**config.mk**
```make
export PLATFORM = sky130hd
export DESIGN_NAME = mac_vector_feeder
export DESIGN_NICKNAME = d
export VERILOG_FILES = /design/src/rtl/mac_vector_feeder.sv
export SDC_FILE = /design/constraint.sdc
export NUM_CORES = 1
export LEC_CHECK = 0
export CORE_MARGIN = 10
export CORE_UTILIZATION = 30
export CTS_CLUSTER_SIZE = 40
export DETAILED_ROUTE_END_ITERATION = 10
export PLACE_DENSITY = 0.56
export SKIP_LAST_GASP = 1
export SYNTH_ARGS = -nofsm -noshare
export SYNTH_HDL_FRONTEND = slang
export SYNTH_SLANG_ARGS = --single-unit
```
**constraint.sdc**
```tcl
create_clock -name clk -period 5.7 [get_ports clk]
set_clock_uncertainty 0.2 [all_clocks]
set_input_delay 0.855 -clock clk [delete_from_list [all_inputs] [get_ports clk]]
set_output_delay 0.855 -clock clk [all_outputs]
set_load 0.05 [all_outputs]
```
**src/rtl/mac_vector_feeder.sv**
```systemverilog
// -----------------------------------------------------------------------------
// mac_vector_feeder
//
// Upstream stage of the fixed-point MAC unit. Operand pairs are buffered in a
// small FIFO; each start command streams one vector of vec_len pairs into the
// MAC. The accumulator is cleared first and each pair is strobed individually.
// Once the MAC pipeline has drained, the dot-product result is captured and
// presented with a one-cycle valid pulse. Operands are treated as opaque words.
//
// Ports
//   clk        : sole clock, rising edge
//   rst        : asynchronous, active-low reset
//   start      : begin one vector (sampled only while idle)
//   vec_len    : number of pairs in the vector, sampled with start
//   in_valid   : operand pair offered
//   in_ready   : FIFO can accept a pair (not full)
//   in_a, in_b : operand pair
//   mac_clr    : accumulator clear to the MAC (one cycle per vector)
//   mac_step   : mac_in1/mac_in2 hold a new pair this cycle
//   mac_in1/2  : operands to the MAC
//   mac_result : MAC accumulator output
//   dot_valid  : one-cycle pulse, dot_out valid
//   dot_out    : captured dot product, held until the next capture
//   busy       : a vector is in progress
// -----------------------------------------------------------------------------
module mac_vector_feeder #(
    parameter int DW      = 16,
    parameter int DEPTH   = 8,
    parameter int LEN_W   = 8,
    parameter int MAC_LAT = 2
) (
    input  logic             clk,
    input  logic             rst,
    input  logic             start,
    input  logic [LEN_W-1:0] vec_len,
    input  logic             in_valid,
    output logic             in_ready,
    input  logic [DW-1:0]    in_a,
    input  logic [DW-1:0]    in_b,
    output logic             mac_clr,
    output logic             mac_step,
    output logic [DW-1:0]    mac_in1,
    output logic [DW-1:0]    mac_in2,
    input  logic [DW-1:0]    mac_result,
    output logic             dot_valid,
    output logic [DW-1:0]    dot_out,
    output logic             busy
);

    localparam int AW    = $clog2(DEPTH);
    localparam int DRN_W = (MAC_LAT < 2) ? 1 : $clog2(MAC_LAT + 1);

    localparam logic [1:0] ST_IDLE   = 2'd0;
    localparam logic [1:0] ST_CLEAR  = 2'd1;
    localparam logic [1:0] ST_STREAM = 2'd2;
    localparam logic [1:0] ST_DRAIN  = 2'd3;

    // FIFO storage and pointers; the extra pointer bit separates full from empty
    logic [DW-1:0]    memA_q [DEPTH];
    logic [DW-1:0]    memB_q [DEPTH];
    logic [AW:0]      wrPtr_q, wrPtr_d;
    logic [AW:0]      rdPtr_q, rdPtr_d;
    logic             fifoFull;
    logic             fifoEmpty;
    logic             push;
    logic             pop;

    logic [1:0]       state_q, state_d;
    logic [LEN_W-1:0] remaining_q, remaining_d;
    logic [DRN_W-1:0] drain_q, drain_d;
    logic             macStep_q, macStep_d;
    logic [DW-1:0]    macIn1_q, macIn1_d;
    logic [DW-1:0]    macIn2_q, macIn2_d;
    logic             dotValid_q, dotValid_d;
    logic [DW-1:0]    dotOut_q, dotOut_d;

    assign fifoEmpty = (wrPtr_q == rdPtr_q);
    assign fifoFull  = (wrPtr_q[AW] != rdPtr_q[AW]) &&
                       (wrPtr_q[AW-1:0] == rdPtr_q[AW-1:0]);

    // Readiness depends only on fullness, so a same-cycle pop never frees a slot
    assign in_ready = !fifoFull;
    assign push     = in_valid && !fifoFull;
    assign pop      = (state_q == ST_STREAM) && !fifoEmpty;

    assign wrPtr_d = push ? wrPtr_q + 1'b1 : wrPtr_q;
    assign rdPtr_d = pop  ? rdPtr_q + 1'b1 : rdPtr_q;

    // Storage has no reset; only the pointers define which entries are live
    always_ff @(posedge clk) begin
        if (push) begin
            memA_q[wrPtr_q[AW-1:0]] <= in_a;
            memB_q[wrPtr_q[AW-1:0]] <= in_b;
        end
    end

    // Sequencer: clear the accumulator, stream the pairs, then wait out the
    // MAC latency before capturing the result
    always_comb begin
        state_d     = state_q;
        remaining_d = remaining_q;
        drain_d     = drain_q;
        macStep_d   = 1'b0;
        macIn1_d    = macIn1_q;
        macIn2_d    = macIn2_q;
        dotValid_d  = 1'b0;
        dotOut_d    = dotOut_q;

        case (state_q)
            ST_IDLE: begin
                if (start) begin
                    if (vec_len != '0) begin
                        remaining_d = vec_len;
                        state_d     = ST_CLEAR;
                    end else begin
                        // An empty vector has a dot product of zero; the MAC
                        // is never touched
                        dotOut_d   = '0;
                        dotValid_d = 1'b1;
                    end
                end
            end

            ST_CLEAR: begin
                state_d = ST_STREAM;
            end

            ST_STREAM: begin
                if (!fifoEmpty) begin
                    macIn1_d    = memA_q[rdPtr_q[AW-1:0]];
                    macIn2_d    = memB_q[rdPtr_q[AW-1:0]];
                    macStep_d   = 1'b1;
                    remaining_d = remaining_q - LEN_W'(1);
                    if (remaining_q == LEN_W'(1)) begin
                        drain_d = DRN_W'(MAC_LAT);
                        state_d = ST_DRAIN;
                    end
                end
            end

            ST_DRAIN: begin
                if (drain_q == DRN_W'(1)) begin
                    dotOut_d   = mac_result;
                    dotValid_d = 1'b1;
                    state_d    = ST_IDLE;
                end else begin
                    drain_d = drain_q - DRN_W'(1);
                end
            end

            default: begin
                state_d = ST_IDLE;
            end
        endcase
    end

    always_ff @(posedge clk or negedge rst) begin
        if (!rst) begin
            wrPtr_q     <= '0;
            rdPtr_q     <= '0;
            state_q     <= ST_IDLE;
            remaining_q <= '0;
            drain_q     <= '0;
            macStep_q   <= 1'b0;
            macIn1_q    <= '0;
            macIn2_q    <= '0;
            dotValid_q  <= 1'b0;
            dotOut_q    <= '0;
        end else begin
            wrPtr_q     <= wrPtr_d;
            rdPtr_q     <= rdPtr_d;
            state_q     <= state_d;
            remaining_q <= remaining_d;
            drain_q     <= drain_d;
            macStep_q   <= macStep_d;
            macIn1_q    <= macIn1_d;
            macIn2_q    <= macIn2_d;
            dotValid_q  <= dotValid_d;
            dotOut_q    <= dotOut_d;
        end
    end

    assign mac_clr   = (state_q == ST_CLEAR);
    assign busy      = (state_q != ST_IDLE);
    assign mac_step  = macStep_q;
    assign mac_in1   = macIn1_q;
    assign mac_in2   = macIn2_q;
    assign dot_valid = dotValid_q;
    assign dot_out   = dotOut_q;

endmodule

```
Word level (Yosys, flattened, before mapping)
Memories as Yosys holds them, arrays and structs flattened. A register that Yosys moved wholly into a read port is not among the register bits.
Cells that the tools add are included.
W data, S select, Z words.
- add/sub/neg operators: 4
- equality and inequality tests: 15
- mux-type cells: 26
- bitwise operators: 1
- reductions and logical operators: 18
- operators with widths (operator ; count):
    $mux W16 ; 3
    $pmux W16 S2 ; 1
    $mux W8 ; 3
    $mux W2 ; 8
    $pmux W8 S2 ; 1
    $ne A2 B2 Y1 const B ; 6
    $reduce_and A4 Y1 ; 3
    $add A4 B1 Y4 const B ; 2
    $eq A8 B1 Y1 const B ; 1
    $pmux W2 S4 ; 1
    $reduce_bool A2 Y1 ; 4
    $reduce_bool A8 Y1 ; 1
    $sub A8 B1 Y8 const B ; 1
    $mux W1 ; 7
    $reduce_and A5 Y1 ; 1
    $eq A2 B1 Y1 const B ; 2
    $eq A2 B2 Y1 const B ; 2
    $eq A4 B4 Y1 ; 1
    $logic_not A1 Y1 ; 4
    $pmux W2 S2 ; 1
    $eq A3 B3 Y1 ; 1
    $logic_and A1 B1 Y1 ; 3
    $logic_not A2 Y1 ; 1
    $ne A2 B1 Y1 const B ; 1
    other kinds (5) ; 5
- flip-flop bits (word level): 38
- bits in writable memories: 256
- input port bits: 60
- output and inout port bits: 53
- logic and storage cells: 74
- memories: 2
- memories (name ; words ; width ; read ports ; clocked after memory_dff ; write ports ; RTL line ; source):
    memA_q ; 8 ; 16 ; 1 ; 1 ; 1 ; 59 ; logic [DW-1:0] memA_q [DEPTH];
    memB_q ; 8 ; 16 ; 1 ; 1 ; 1 ; 60 ; logic [DW-1:0] memB_q [DEPTH];

Logic depth before layout (Yosys ltp)
- depth in word-level cells: 6
- depth in mapped cells: 8
- depth with buffers taken out: 6

Worst setup path after synthesis
Ideal clock, no wire load.
- kind: reg-to-reg
- from: register rdPtr_q[0]
- to: memory memA_q[0][0] (enable)
- library setup time: 0.461 ns
- data arrival time: 3.785 ns
- required time: 5.039 ns
- slack: 1.254 ns
- cell stages (with the launch flop): 7
- period minus slack after synthesis: 4.446 ns
- path through: dfrtp_1 buf_2 buf_4 xnor2_1 nand4_1 nand3_1 nor3_1
- word-level cells in the longest chain between the ends: 6
- ends and longest elaborated chain (element ; RTL line ; source):
    from (decl) ; 62 ; logic [AW:0] rdPtr_q, rdPtr_d;
    from (signal assigned) ; 171 ; rdPtr_q <= rdPtr_d;
    $eq A3 B3 Y1 ; 79 ; (wrPtr_q[AW-1:0] == rdPtr_q[AW-1:0]);
    $logic_and A1 B1 Y1 ; 78 ; assign fifoFull = (wrPtr_q[AW] != rdPtr_q[AW]) &&
    $logic_not A1 Y1 ; -- ;
    net in_ready ; 37 ; output logic in_ready,
    $logic_and A1 B1 Y1 ; 83 ; assign push = in_valid && !fifoFull;
    $mux W1 ; 91 ; if (push) begin
    $mux W1 (implied by the code) ; 92 ; memA_q[wrPtr_q[AW-1:0]] <= in_a;
    to (decl) ; 59 ;
The timed path passes the listed nets, and every way through them passes these cells.

Worst setup path after layout
- from: register rdPtr_q[1]
- to: output in_ready
- word-level cells in the longest chain between the ends: 3
- ends and longest elaborated chain (element ; RTL line ; source):
    $eq A3 B3 Y1 ; 79 ;
    $logic_and A1 B1 Y1 ; 78 ;
    $logic_not A1 Y1 ; 82 ; assign in_ready = !fifoFull;
    to (decl) ; 37 ;
No other way between the ends.

==> summary.txt <==
Global routing
  • Number of global-route vias before repair: between 7k and 8k
  • GR Overflow Total: 0
  • First-pass GRT wire length: approximately 44,000 um
  • GRT Util Overall: around 11%
  • Initial antenna violation count: 0
  • Largest net degree at the start of global routing: 70

Detailed routing
  • WL final: 28,500 um
  • Initial DRC Count: roughly 460
  • Via count: 6,696
  • DRC viols: 0
  • ANT nets after route: 0
  • Drt first pass iters: 6
  • Post-DR vias/cell: 4.86
  • Wire per inst: 20.7 um

Clock network
  • Post-CTS repair timing setup buffer count: 0
  • Clk sinks: 326
  • Clk_lat worst skew: about 0.54 ns
  • Root Buffer: clkbuf_16
  • Post_cts resized: 0
  • TritonCTS clock tree: done
  • Hold buffers post-CTS: 0
  • Worst-case clock buffer depth: 3
  • H-Tree Depth: 2
  • CTS Buf Count: 35
  • Reg clk slew, reported paths: ~0.060 ns

Yosys
  • Yosys top cell by area: edfxtp_1
  • Synth Area in XOR/XNOR: less than 1%
  • Syn Area/Cell: 18.6 sq um
  • Syn Nets: between 700 and 800
  • Synth unique cells: 58
  • Number of synthesized flops with an enable pin: 256
  • Largest family of logic cells by synthesized area: multiplexers
  • Ys async rst share: 21.5%
  • Ranking of synthesized cells by area: edfxtp_1 (60%), dfrtp_1 (14%), mux4_2 (11%), mux2i_1 (2.6%), nand2_1 (1.2%)
  • Synthesized-area fraction occupied by adder cells: 0.971%
  • Synth top area share: 59.6%
  • Mux contribution to synthesized area: 13.9%
  • Compound-gate portion of the synthesized area: 5.31%
  • Netlist Area Pre-Place: about 13,000 sq um
  • Post-synthesis simple-gate area fraction: between 3 and 4%
  • Register area share after synthesis: about 73%
  • Post-synth top flop: edfxtp_1
  • Ys Warns: 0
  • Flop and latch count out of synthesis: 326
  • Synth Instances: between 600 and 700

Worst setup path
  • R2R Setup Slk: about 2.1 ns
  • Crit path DAT: 3.00 ns
  • CP endpoint kind: output pin
  • Crit path cell chain: xnor2_1, nand4_1, clkdlybuf4s50_1
  • Slowest cell on crit path: dfrtp_4
  • CP startpoint kind: register
  • Crit Path Category: reg2out
  • Max FO, Critical Path: a little under 70
  • Worst stage delay on the critical path: 1.13 ns
  • WP data required: about 4.6 ns

Cells and area
  • Commonest cells after routing, fill and taps aside: edfxtp_1 (256), clkdlybuf4s50_1 (111), dfrtp_1 (67), mux4_2 (64), nand2_1 (41)
  • Layout area overhead: 22.8%
  • Layout cells sized above 1: 16.8%
  • Fill cells: between 3k and 4k
  • # nets final: 883
  • Ant. Diodes: 0
  • Commonest non-fill, non-tap cell in the layout: edfxtp_1

STA
  • Worst Slack Setup Final: 1.64 ns
  • Rel. slew slack: 18.9%
  • Min cycle time layout: 4.06 ns
  • Slew Viols, Final: 0
  • Fmax: 246 MHz
  • RSZ-0062 raised after global routing: no
  • Setup_tns: 0 ns
  • Fin crit share: 71.2%
  • Final setup violation count: 0
  • Hold Fails Final Rpt: 0
  • Actual slew at the worst max-slew pin: 1.21 ns

Floorplan
  • Row count: 75
  • DIE HEIGHT: 227 um
  • Initial core utilization: 30.5%
  • Core box area: 42,200 sq um
  • Die area: 51,700 sq um
  • I/O pin cnt: 113
  • Die Wd: 227 um

Run status
  • Status: completed

Pwr
  • Pwr per Cell Area: 556 nW/um^2
  • IR drop worst, VDD: 0.268 mV
  • Leak: 5.42 nW

Placement
  • GPL Wtd Cong: 0.758
  • Final HPWL DP: 17,400 um
  • Port bufs: 112
  • Pre-CTS setup slack: 2.01 ns

Job
  • Max cap viols: 0

Min path
  • HP Class: in2async
==> where the power goes <==
part / internal (W) / total (W) / switching (W)
logic: 0.00122 / 0.00297 / 0.00175
clock network: 0.00138 / 0.00231 / 0.000937
registers: 0.00310 / 0.00352 / 0.000411
total: 0.00570 / 0.00880 / 0.00310
==> per-stage QoR <==
stage	cell area (sq um)	util [%]	power, W	hold WS [ns]	std cells
floorplan	12900	-	0.00561	0.298	692
global placement	14700	34.7	0.00657	0.262	1315
detailed placement	14700	34.7	0.00661	0.273	1315
CTS	15800	37.5	0.00896	0.0494	1378
global route	15800	37.5	0.00931	0.0650	1378
finish	15800	37.5	0.00880	0.0535	1378
==> worst max-delay path: cells and delay by family, from the launching register on <==
family,cells,cell delay [ns]
DFF,1,1.13
buffers and inverters,1,0.89
and+or+nand+nor,1,0.22
xor gates and xnor gates,1,0.20
==> path summary, 6_finish.rpt <==
check,from,end,depth (start not counted)
setup reg to reg,rdPtr_q[1],memB_q[0][14],5
min in group clk,mac_in2[11],mac_in2[11],2
setup / recovery,rdPtr_q[1],in_ready,3
max in group asynchronous,rst,mac_in1[13],2
hold reg to reg,mac_in2[11],mac_in2[11],2
hold / removal,rst,remaining_q[6],1
==> final cells by class <==
cell class | count | area [sq um] | share of cell area, %
clock inverter | 18 | 251 | 1.59
sequential | 326 | 9450 | 59.7
tap | 539 | 674 | 4.26
inverter | 11 | 41.3 | 0.261
multi-input combinational | 318 | 3280 | 20.8
timing repair buffer | 121 | 1210 | 7.65
clock buffer | 45 | 913 | 5.77
==> cells in the mapped netlist, types with 2 or more instances <==
master / count
edfxtp_1: 256
dfrtp_1: 70
mux4_2: 64
nand2_1: 41
mux2i_1: 33
o21ai_0: 30
nor2_1: 17
a22o_1: 16
clkbuf_1: 16
buf_2: 14
ha_1: 10
inv_1: 10
o211ai_1: 10
a21oi_1: 8
nand3_1: 8
nor3_1: 7
xor2_1: 7
o21ai_1: 6
xnor2_1: 6
buf_4: 4
nand2b_1: 4
nand4_1: 4
and3_1: 3
nor4_4: 3
a211o_1: 2
a211oi_1: 2
a21o_1: 2
a311oi_1: 2
a32oi_1: 2
buf_1: 2
nor2b_1: 2
nor3b_1: 2
nor4_1: 2
o22a_1: 2
o41ai_1: 2
==> state kept, by name, summed over array words and instances, names as in the netlist <==
name and count:
remaining_q 8, memA_q 128, mac_step 1, dot_out 16, wrPtr_q 4, dot_valid 1, memB_q 128, mac_in2 16
drain_q 2, state_q 2, mac_in1 16, rdPtr_q 4
==> kinds of logic after synthesis <==
group,count (synthesis)
AO/OA/AOI/OAI,97
XOR/XNOR,13
adder cells (fa/ha/maj),10
buffers and inverters,48
flip-flops,326
multiplexers,99
AND/OR/NAND/NOR,99
==> metal layers <==
| metal | part of all wire, % | track usage (%) |
|---|---|---|
| met4 | 1.3 | 2.62 |
| met3 | 6.4 | 2.86 |
| met5 | 0 | 0 |
| met2 | 48 | 18.0 |
| met1 | 45 | 14.6 |
Power figures use the tool's default switching activity.
